[config.mk]
export PLATFORM = sky130hd
export DESIGN_NAME = mod_accum_sched
export DESIGN_NICKNAME = d
export VERILOG_FILES = /design/src/rtl/mod_accum_sched.sv
export SDC_FILE = /design/constraint.sdc
export NUM_CORES = 1
export LEC_CHECK = 0
export ABC_CLOCK_PERIOD_IN_PS = 6700
export CORE_MARGIN = 2
export CORE_UTILIZATION = 50
export DETAILED_ROUTE_END_ITERATION = 16
export GPL_TIMING_DRIVEN = 0
export PLACE_DENSITY = 0.87
export SLEW_MARGIN = 20
export SYNTH_ARGS = -nofsm -noshare
export SYNTH_HDL_FRONTEND = slang
export SYNTH_SLANG_ARGS = --single-unit
[constraint.sdc]
create_clock -name clk -period 6.7 [get_ports clk]
set_input_delay 1.34 -clock clk [delete_from_list [all_inputs] [get_ports clk]]
set_output_delay 1.34 -clock clk [all_outputs]
set_load 0.05 [all_outputs]
[src/rtl/mod_accum_sched.sv]
// mod_accum_sched: round-robin scheduler sharing a single modulo-M accumulator
// among N requesters. A granted requester streams req_len operands; the block
// returns their sum mod M tagged with the requester index.
module mod_accum_sched #(
    parameter int N  = 4,
    parameter int M  = 100,
    parameter int LW = 8,
    parameter int DW = $clog2(M),
    parameter int IW = $clog2(N)
) (
    input  logic            clk,
    input  logic            rst_n,
    input  logic [N-1:0]    req_valid,
    input  logic [N*LW-1:0] req_len,
    input  logic [N*DW-1:0] req_data,
    output logic [N-1:0]    req_ready,
    output logic            res_valid,
    input  logic            res_ready,
    output logic [DW-1:0]   res_data,
    output logic [IW-1:0]   res_id
);

    typedef enum logic [1:0] {
        IDLE  = 2'd0,
        ACCUM = 2'd1,
        DONE  = 2'd2
    } state_t;

    // Modulus at one bit wider than the data path so sums never wrap.
    localparam logic [DW:0] MOD = (DW+1)'(M);

    state_t          state_q, state_d;
    logic [DW-1:0]   acc_q, acc_d;
    logic [LW-1:0]   cnt_q, cnt_d;
    logic [IW-1:0]   gnt_q, gnt_d;
    logic [IW-1:0]   rr_q, rr_d;
    logic            res_valid_q, res_valid_d;

    logic [LW-1:0]   len_arr  [N];
    logic [DW-1:0]   data_arr [N];

    logic            win_found;
    logic [IW-1:0]   win_idx;
    logic [IW-1:0]   win_next;

    logic [DW:0]     op_raw;
    logic [DW:0]     op_red;
    logic [DW:0]     sum_w;
    logic [DW-1:0]   modsum;
    logic            beat;

    // Unpack the flat per-requester buses into indexable arrays.
    for (genvar gi = 0; gi < N; gi++) begin : g_split
        assign len_arr[gi]  = req_len[gi*LW +: LW];
        assign data_arr[gi] = req_data[gi*DW +: DW];
    end

    // Round-robin search: first set req_valid bit at or above rr_q, wrapping.
    // Iterating from the far end lets the nearest candidate overwrite last.
    always_comb begin
        int pos;
        win_found = 1'b0;
        win_idx   = '0;
        for (int k = N - 1; k >= 0; k--) begin
            pos = int'(rr_q) + k;
            if (pos >= N) begin
                pos = pos - N;
            end
            if (req_valid[pos]) begin
                win_found = 1'b1;
                win_idx   = IW'(pos);
            end
        end
    end

    assign win_next = (win_idx == IW'(N - 1)) ? '0 : win_idx + 1'b1;

    // Modular add: fold the operand once into [0, M-1] (2^DW < 2M guarantees
    // one subtraction suffices), then add and fold the sum once more.
    assign op_raw = {1'b0, data_arr[gnt_q]};
    assign op_red = (op_raw >= MOD) ? (op_raw - MOD) : op_raw;
    assign sum_w  = {1'b0, acc_q} + op_red;
    assign modsum = (sum_w >= MOD) ? DW'(sum_w - MOD) : DW'(sum_w);

    assign beat = (state_q == ACCUM) && req_valid[gnt_q];

    // Next-state and handshake logic for the IDLE -> ACCUM -> DONE job flow.
    always_comb begin
        state_d     = state_q;
        acc_d       = acc_q;
        cnt_d       = cnt_q;
        gnt_d       = gnt_q;
        rr_d        = rr_q;
        res_valid_d = res_valid_q;
        req_ready   = '0;

        case (state_q)
            IDLE: begin
                if (win_found) begin
                    gnt_d = win_idx;
                    cnt_d = len_arr[win_idx];
                    acc_d = '0;
                    rr_d  = win_next;
                    if (len_arr[win_idx] == '0) begin
                        // Empty job: result is 0, produced right away.
                        state_d     = DONE;
                        res_valid_d = 1'b1;
                    end else begin
                        state_d = ACCUM;
                    end
                end
            end

            ACCUM: begin
                req_ready[gnt_q] = 1'b1;
                if (beat) begin
                    acc_d = modsum;
                    cnt_d = cnt_q - 1'b1;
                    if (cnt_q == LW'(1)) begin
                        state_d     = DONE;
                        res_valid_d = 1'b1;
                    end
                end
            end

            DONE: begin
                if (res_ready) begin
                    state_d     = IDLE;
                    res_valid_d = 1'b0;
                end
            end

            default: begin
                state_d     = IDLE;
                res_valid_d = 1'b0;
            end
        endcase
    end

    // State register; reset abandons any job in flight without emitting it.
    always_ff @(posedge clk or negedge rst_n) begin
        if (!rst_n) begin
            state_q     <= IDLE;
            acc_q       <= '0;
            cnt_q       <= '0;
            gnt_q       <= '0;
            rr_q        <= '0;
            res_valid_q <= 1'b0;
        end else begin
            state_q     <= state_d;
            acc_q       <= acc_d;
            cnt_q       <= cnt_d;
            gnt_q       <= gnt_d;
            rr_q        <= rr_d;
            res_valid_q <= res_valid_d;
        end
    end

    // Result is the accumulator and grant registers, stable throughout DONE.
    assign res_valid = res_valid_q;
    assign res_data  = acc_q;
    assign res_id    = gnt_q;

endmodule

; ---- Word-level counts from Yosys, hierarchy flattened
; Cells that the tools add are included.
[totals]
latch_bits = 0
mem_bits_ro = 0
out_inout_bits = 14
regBits = 22
wordCells = 108
mem_bits_rw = 0
input_bits = 67
memories = 0
[classes]
reduce_logical = 9
eq_ne = 9
bitwise_logic = 2
add_sub_neg = 12
div_mod_pow = 0
mul = 0
shift = 0
n_mux = 56
n_lt_le_gt_ge = 14
[op_table]
columns = op, count
row1 = < comparator 32 x 4 -> 1 bit (second input constant), 4
row2 = 2-to-1 mux 32 bit, 4
row3 = 2-to-1 mux 8 bit, 5
row4 = 2-to-1 mux 7 bit, 5
row5 = 2-to-1 mux 2 bit, 10
row6 = 2-to-1 mux 1 bit, 19
row7 = binary-select mux 8 bit (select 2 bit), 1
row8 = one-hot mux 8 bit (2 select lines), 1
row9 = greater-or-equal comparator 3 bit (second input constant), 5
row10 = binary-select mux 7 bit (select 2 bit), 1
row11 = one-hot mux 7 bit (2 select lines), 1
row12 = subtractor 3 x 3 -> 4 bit (second input constant), 3
row13 = binary-select mux 1 bit (select 2 bit), 5
row14 = adder 7 x 8 -> 8 bit, 1
row15 = equality test 8 x 1 -> 1 bit (second input constant), 1
row16 = greater-or-equal comparator 8 x 7 -> 1 bit (second input constant), 1
row17 = logical NOT 8 bit, 1
row18 = != test 2 bit (second input constant), 4
row19 = subtractor 7 x 7 -> 8 bit (second input constant), 1
row20 = subtractor 8 x 1 -> 8 bit (second input constant), 1
row21 = greater-or-equal comparator 7 bit (second input constant), 1
row22 = subtractor 7 bit (second input constant), 1
row23 = adder 2 x 2 -> 3 bit (second input constant), 2
row24 = inverter 2 -> 3 bit, 2
row25 = 20 further kinds, 22

; ---- Logic depth before layout (Yosys ltp)
; Gate-level depths: netlist (run 1).
[depth]
depth_word = 18
depth_mapped = 18
ltp_nobuf = 17

; ---- Worst setup path after synthesis (run 1)
; OpenSTA, ideal clock, no wires.
[synth_path]
path_kind = in2reg
start = input port req_data[23]
end = register acc_q[4], in the netlist res_data[4]
n_path_buf = 0
path_slack_ns = 2.201
setup_time_ns = 0.070
path_stages = 14
arrival_time_ns = 4.430
cell_sequence = mux4_2 > ha_1 > nor3b_1 > o211ai_2 > xnor2_1 > ha_1 > a21oi_1 > nand2_1 > xnor2_1 > ha_1 > o311ai_0 > a32o_2 > or3_1 > nand3_1
[synth_between]
elab_chain_len = 10
word_cells_on_any_way = 12
classes_between = add/sub: 3 / order compare: 2 / mux: 7
[synth_lines]
columns = item, line
row1 = "start, declared", 15  ; input logic [N*DW-1:0] req_data,
row2 = binary-select mux 7 bit (select 2 bit) *, 80  ; assign op_raw = {1'b0, data_arr[gnt_q]};
row3 = 2-to-1 mux 7 bit (not written as such) * (2 in series), 80
row4 = subtractor 7 x 7 -> 8 bit or greater-or-equal comparator 7 bit (tied branches), 81  ; assign op_red = (op_raw >= MOD) ? (op_raw - MOD) : op_raw;
row5 = 2-to-1 mux 8 bit *, 81
row6 = adder 7 x 8 -> 8 bit *, 82  ; assign sum_w = {1'b0, acc_q} + op_red;
row7 = subtractor 7 bit or greater-or-equal comparator 8 x 7 -> 1 bit (tied branches), 83  ; assign modsum = (sum_w >= MOD) ? DW'(sum_w - MOD) : DW'(sum_w);
row8 = 2-to-1 mux 7 bit *, 83
row9 = 2-to-1 mux 7 bit *, 116  ; if (beat) begin
row10 = one-hot mux 7 bit (2 select lines) *, 97  ; case (state_q)
row11 = "end signal, assigned", 144  ; acc_q <= '0;
row12 = "end signal, assigned", 151  ; acc_q <= acc_d;
row13 = "end, declared", 33  ; logic [DW-1:0] acc_q, acc_d;
; Every way passes the cells marked *; elsewhere a longest branch is shown, timed or not. The select of a mux whose other input is x is not followed.
; A chain may end at the register's enable or synchronous reset.

; ---- Worst setup path in the final report (run 1)
; Ends and elaborated chain as after synthesis.

==> impl_metrics.json, run 1 <==
{
  "grt_max_degree": 23,
  "wl_per_cell_um": 15.8,
  "cts.sink_count": 22,
  "clockBufferDepth": 2,
  "antennaDiodeCount": 0,
  "postCtsSetupBuffers": 0,
  "fp.dieW_um": 72.8,
  "wl_met1_um": 2620,
  "status": "complete, no violations",
  "synth_top_flop_cell": "dfrtp_1",
  "syn_area_um2": 2370,
  "layout_setup_ws_ps": 1580,
  "async_flop_share": 1.00,
  "dp_slack_ps": 1360,
  "fin_setup_tns_ps": 0,
  "switchingPower_mw": 0.923,
  "synth.top_cells.by_count": "30 x nand2_1, 22 x dfrtp_1, 21 x nor2_1",
  "synth-simple-area-share": 0.251,
  "power_frac_seq": 0.159,
  "worst_pin_slew_ps": 629,
  "grt_pass1_vias": 2461,
  "skew_ps": 0.996,
  "maxCapViolCount": 0,
  "synthAdderAreaFrac": 0.0930,
  "via_per_inst": 5.88,
  "finalSetupViolations": 0,
  "wl_met2_um": 3460,
  "syn-num-nets": 363,
  "cts_resized": 0,
  "synthTopCellsByArea": "dfrtp_1 23%, ha_1 8.5%, mux4_1 6.7%, nor3b_1 5.7%, nand2_1 4.8%",
  "clkPwrFrac": 0.046,
  "crit_fanout": 7,
  "hold_viol_final": 0,
  "cellPowerDensity_nw_per_um2": 527,
  "crit_top_cell": "ha_1",
  "yosysTopAreaCellShare": 0.232,
  "rsz0062_at_grt": "no",
  "antenna_found_initial": 0,
  "sw_frac_of_total": 0.535,
  "avgSynthCellArea_um2": 8.49,
  "grt_use_total": 0.262,
  "htree_levels": 1,
  "initial_core_util": 0.512,
  "root_buffer": "clkbuf_8",
  "synth-edff-count": 0,
  "via_count": 2447,
  "rows": 25,
  "worst_ep_required_time_ps": 6890,
  "clkTransAtPathRegs_ps": 70,
  "p_int_mw": 0.802,
  "slowest_delay_ps": 540,
  "worstPathArrival_ps": 5310,
  "start_kind": "input pin",
  "syn_inst": 279,
  "drt_iter0_drc": 85,
  "numCtsBuffers": 3,
  "dp_hpwl_um": 5450,
  "synth-seq-cells": 22,
  "synth_top_family_by_area": "simple AND/OR/NAND/NOR gates",
  "io_buffers": 80,
  "final_net_count": 448,
  "period_needed_ps": 5120,
  "die_area_um2": 5300,
  "clock_latency_ps": 250,
  "ant_nets": 0,
  "gr-total-overflow": 0,
  "slew-limit-headroom": 0.577,
  "num_io_pins": 81,
  "endpoint_kind": "flop",
  "synth_warnings": 0,
  "coreArea_um2": 4630,
  "synthMostInstantiatedCell": "nand2_1",
  "hold_class": "reg2reg",
  "timing.fmax_ghz": 0.195,
  "ys_seq_area_frac": 0.232,
  "first_pass_iters": 4,
  "pwr-share-comb": 0.795,
  "synth-xor-area-share": 0.0296,
  "fin_crit_sh": 0.764,
  "area_growth_syn_to_layout_pct": 38.2,
  "cts_tree": "built",
  "slowest_stage": "mux4_2",
  "fp.dieH_um": 72.8,
  "grt_pass1_wl_um": 11100,
  "wl_met3_um": 302,
  "gp_congestion": 0.919,
  "synthMuxAreaShare": 0.102,
  "total_power_mw": 1.73,
  "synth_area_leader_cell": "dfrtp_1",
  "worstSetupPathType": "in2reg",
  "synth_compound_gate_area_share": 0.232,
  "synthDistinctLibCells": 59,
  "final_layout_size_suffix_gt1_frac": 0.0608,
  "dr.max_layer_used": "met4",
  "p_leak_nw": 1.36,
  "maxSlewViolCount": 0,
  "critical_path.cell_chain": "clkdlybuf4s50_1, mux4_2, inv_1, ha_1, nand2b_1, o211ai_2, xnor2_1, ha_1, a21oi_1, nand2_1, xnor2_1, ha_1, o311ai_0, a32o_2, or3_1, nand3_1",
  "vdd_drop_max_uv": 214,
  "route.detailed.drc": 0,
  "drt_wl_total_um": 6550,
  "cts_hold_buf": 0
}
## cell type report
| cell class | instances | area, µm² |
|---|---|---|
| Timing Repair Buffer | 80 | 796 |
| Buffer | 14 | 85.1 |
| Fill cell | 381 | 1360 |
| Sequential cell | 22 | 551 |
| Tap cell | 54 | 67.6 |
| Clock buffer | 3 | 41.3 |
| Inverter | 15 | 56.3 |
| Multi-Input combinational cell | 228 | 1680 |
## cells in the final DEF, fill, tap and decap left out, types with 3 or more instances in the layout
cell             count
a211oi_1            14
a21o_1               4
a21oi_1             17
a22o_1               3
buf_2                3
buf_6                4
clkbuf_1             7
clkbuf_8             3
clkdlybuf4s50_1     79
dfrtp_1             22
ha_1                16
inv_1               14
mux2i_1              5
mux4_1               6
nand2_1             30
nand2b_1             3
nand3_1             11
nand4_1              3
nor2_1              21
nor2b_1              3
nor3_1               8
nor3b_1             18
o21ai_0             14
o22ai_1              4
or3_1                4
xnor2_1              4
xor2_1               4
## worst paths after layout
| kind | startpoint | end | slack [ps] | depth (start not counted) |
|---|---|---|---|---|
| worst min-delay path | cnt_q[7] | cnt_q[7] | 540 | 2 |
| worst min register to register | cnt_q[7] | cnt_q[7] | 540 | 2 |
| min in group asynchronous | rst_n | res_data[3] | 1050 | 1 |
| worst max register to register | res_id[1] | res_data[4] | 2210 | 17 |
| max in group asynchronous | rst_n | cnt_q[7] | 5300 | 1 |
| worst max-delay path | req_data[23] | res_data[4] | 1580 | 16 |
## flip-flops by register name (all words and copies together), names as in the netlist
name	cells
res_data	7
state_q	2
res_id	2
rr_q	2
res_valid	1
cnt_q	8
## worst max-delay path, delay by kind of cell
family	cells	cell delay [ps]
multiplexers	1	540
AO/OA/AOI/OAI	4	1090
buffers and inverters	2	480
AND/OR/NAND/NOR	4	600
XOR/XNOR	2	450
adder cells (fa/ha/maj)	3	790
## stage by stage
step,cell area (µm²),std cells,hold slack [ps],utilization
after floorplan,2370,279,473,-
after global placement,3240,413,498,0.699
after detailed placement,3240,413,520,0.699
after CTS,3280,416,535,0.708
after global routing,3270,416,561,0.707
final,3270,416,535,0.707
## per-layer routing
layer / vias to the layer above / track usage
met5: - / 0
met4: 0 / 0.0864
met3: 16 / 0.0387
met2: 84 / 0.490
met1: 1135 / 0.302
li1: 1212 / -
## cell families after synthesis
kind of cell / count (synthesis)
adders and majority gates: 17
muxes: 13
xor gates and xnor gates: 8
AOI/OAI and AO/OA: 77
buffers and inverters: 29
and+or+nand+nor: 113
DFF: 22
## power groups by stage
stage          Combinational, mW  Sequential [mW]  Clock (mW)
6_report                    1.37            0.274      0.0797
5_1_grt                     1.53            0.284      0.0915
4_1_cts                     1.37            0.273      0.0829
3_5_place_dp                1.36            0.276           0
3_3_place_gp                1.31            0.273           0
2_1_floorplan              0.934            0.354           0
Note: power is estimated with default switching activity, not from simulation.
==> run 2: changes to the inputs <==
--- a/config.mk
+++ b/config.mk
@@ -5,12 +5,12 @@
 export SDC_FILE = /design/constraint.sdc
 export NUM_CORES = 1
 export LEC_CHECK = 0
-export ABC_CLOCK_PERIOD_IN_PS = 6700
+export ABC_CLOCK_PERIOD_IN_PS = 4890
 export CORE_MARGIN = 2
-export CORE_UTILIZATION = 50
+export CORE_UTILIZATION = 46
 export DETAILED_ROUTE_END_ITERATION = 16
 export GPL_TIMING_DRIVEN = 0
-export PLACE_DENSITY = 0.87
+export PLACE_DENSITY = 0.81
 export SLEW_MARGIN = 20
 export SYNTH_ARGS = -nofsm -noshare
 export SYNTH_HDL_FRONTEND = slang
==> constraint.sdc (replaced) <==
create_clock -name clk -period 4.89 [get_ports clk]
set_input_delay 0.978 -clock clk [delete_from_list [all_inputs] [get_ports clk]]
set_output_delay 0.978 -clock clk [all_outputs]
set_load 0.05 [all_outputs]
==> run 2 against run 1 <==
Compared with the run above:
- first-iteration DRC count increased by 29%
- design area increased by 1.8%
- sequential share of layout area decreased by 0.29 points
- critical path depth decreased by 1
- non-clock buffer count unchanged
- worst hold slack got worse by 14 ps
- clock skew increased by 3.3 ps
- global-route usage decreased by 1.5 points
- sequential power increased by 36%
- largest cell class unchanged
==> impl_metrics.json, run 2 (synthesis gave the netlist of run 1 again) <==
{
  "grt_max_degree": 23,
  "layout_setup_ws_ps": 280,
  "wl_met3_um": 314,
  "via_count": 2450,
  "worstPathArrival_ps": 4820,
  "period_needed_ps": 4610,
  "hold_class": "reg2reg",
  "cts_tree": "built",
  "final_layout_size_suffix_gt1_frac": 0.0661,
  "die_area_um2": 5740,
  "fp.dieW_um": 75.8,
  "timing.fmax_ghz": 0.217,
  "slew-limit-headroom": 0.545,
  "wl_per_cell_um": 15.0,
  "rsz0062_at_grt": "no",
  "via_per_inst": 5.66,
  "skew_ps": 4.30,
  "status": "complete, no violations",
  "endpoint_kind": "flop",
  "multi_input_area_um2": 1680,
  "clockBufferDepth": 2,
  "dp_slack_ps": -72.3,
  "antennaDiodeCount": 0,
  "hold_viol_final": 0,
  "clock_latency_ps": 270,
  "maxCapViolCount": 0,
  "drt_iter0_drc": 110,
  "crit_fanout": 7,
  "area_growth_syn_to_layout_pct": 40.6,
  "finalInstanceArea_um2": 3330,
  "worst_pin_slew_ps": 676,
  "grt_pass1_wl_um": 11000,
  "fin_setup_tns_ps": 0,
  "route.detailed.drc": 0,
  "final_cell_mix": "79 x clkdlybuf4s50_1, 30 x nand2_1, 22 x dfrtp_1",
  "maxSlewViolCount": 0,
  "gr-total-overflow": 0,
  "ant_nets": 0,
  "root_buffer": "clkbuf_8",
  "postLayoutCoreUtil": 0.661,
  "io_buffers": 80,
  "largest_reg_flops": 8,
  "num_io_pins": 81,
  "gp_congestion": 0.898,
  "coreArea_um2": 5040,
  "worstSetupPathType": "in2reg",
  "cellPowerDensity_nw_per_um2": 727,
  "finalSetupViolations": 0,
  "rows": 26,
  "initial_core_util": 0.470,
  "holdWs_ps": 521,
  "dr.max_layer_used": "met4",
  "p_leak_nw": 1.38,
  "clkTransAtPathRegs_ps": 80,
  "antenna_found_initial": 0,
  "first_pass_iters": 4,
  "wl_met2_um": 3440,
  "htree_levels": 1,
  "place_area_um2": 3260,
  "drt_wl_total_um": 6500,
  "wl_met1_um": 2600,
  "grt_use_total": 0.247,
  "regArea_um2": 551,
  "nFillCells": 432,
  "regMostFlops": "cnt_q",
  "grt_pass1_vias": 2568,
  "cts.sink_count": 22,
  "final_common_cell": "clkdlybuf4s50_1",
  "worst_ep_required_time_ps": 5100,
  "fin_crit_sh": 0.943,
  "fp.dieH_um": 75.8,
  "numCtsBuffers": 3,
  "vdd_drop_max_uv": 438,
  "start_kind": "input pin",
  "dp_hpwl_um": 5400,
  "postCtsSetupBuffers": 0,
  "final_net_count": 448
}
==> run 2: changes by cell type in the layout (fill, tap and decap cells not counted), sizes merged <==
cell	before	now
bufinv	0	1
==> run 2: critical path, stage by stage <==
cell,delay (ps)
clkdlybuf4s50_1,400
mux4_2,530
inv_1,90
ha_1,160
nand2b_1,90
o211ai_2,330
o21ai_0,150
ha_1,360
and3_1,220
nor2_1,130
xor2_1,400
o311ai_0,230
a32o_2,350
or3_1,320
nand3_1,90
==> run 2: cell type report <==
| type | count | area share |
|---|---|---|
| multi-input combinational | 228 | 0.506 |
| inverter | 15 | 0.0169 |
| clock buffer | 3 | 0.0124 |
| timing repair buffer | 80 | 0.239 |
| sequential | 22 | 0.165 |
| tap | 70 | 0.0263 |
| buffer | 14 | 0.0255 |
| clock inverter | 1 | 0.00902 |
==> run 2: through the flow <==
stage,instances,power [mW]
2_1_floorplan,279,1.76
3_3_place_gp,429,2.17
3_5_place_dp,429,2.23
4_1_cts,433,2.41
5_1_grt,433,2.66
6_report,433,2.42
==> run 2: metal layers <==
metal,vias up,global-route usage
met3,15,0.0476
met2,80,0.474
met4,0,0.0916
met1,1145,0.264
li1,1210,-
met5,-,0
==> run 2: power breakdown <==
group / total (mW) / internal, mW / switching [mW]
combinational: 1.87 / 0.774 / 1.10
sequential: 0.374 / 0.275 / 0.0992
clock: 0.172 / 0.109 / 0.0628
==> run 2: worst paths after layout <==
path                            slack (ps)  cells after the start           to          from
worst min-delay path                   520                      2     cnt_q[1]      cnt_q[1]
worst min register to register         520                      2     cnt_q[1]      cnt_q[1]
worst max-delay path                   280                     15  res_data[4]  req_data[23]
min in group asynchronous              670                      1  res_data[1]         rst_n
worst max register to register         570                     16  res_data[4]     res_id[1]
max in group asynchronous             3870                      1      rr_q[1]         rst_n
==> run 2: timing repair <==
action	in CTS	in global routing
resized for setup	0	1
endpoints found under the hold margin	0	0
setup endpoints to repair	0	4
hold buffers	0	0
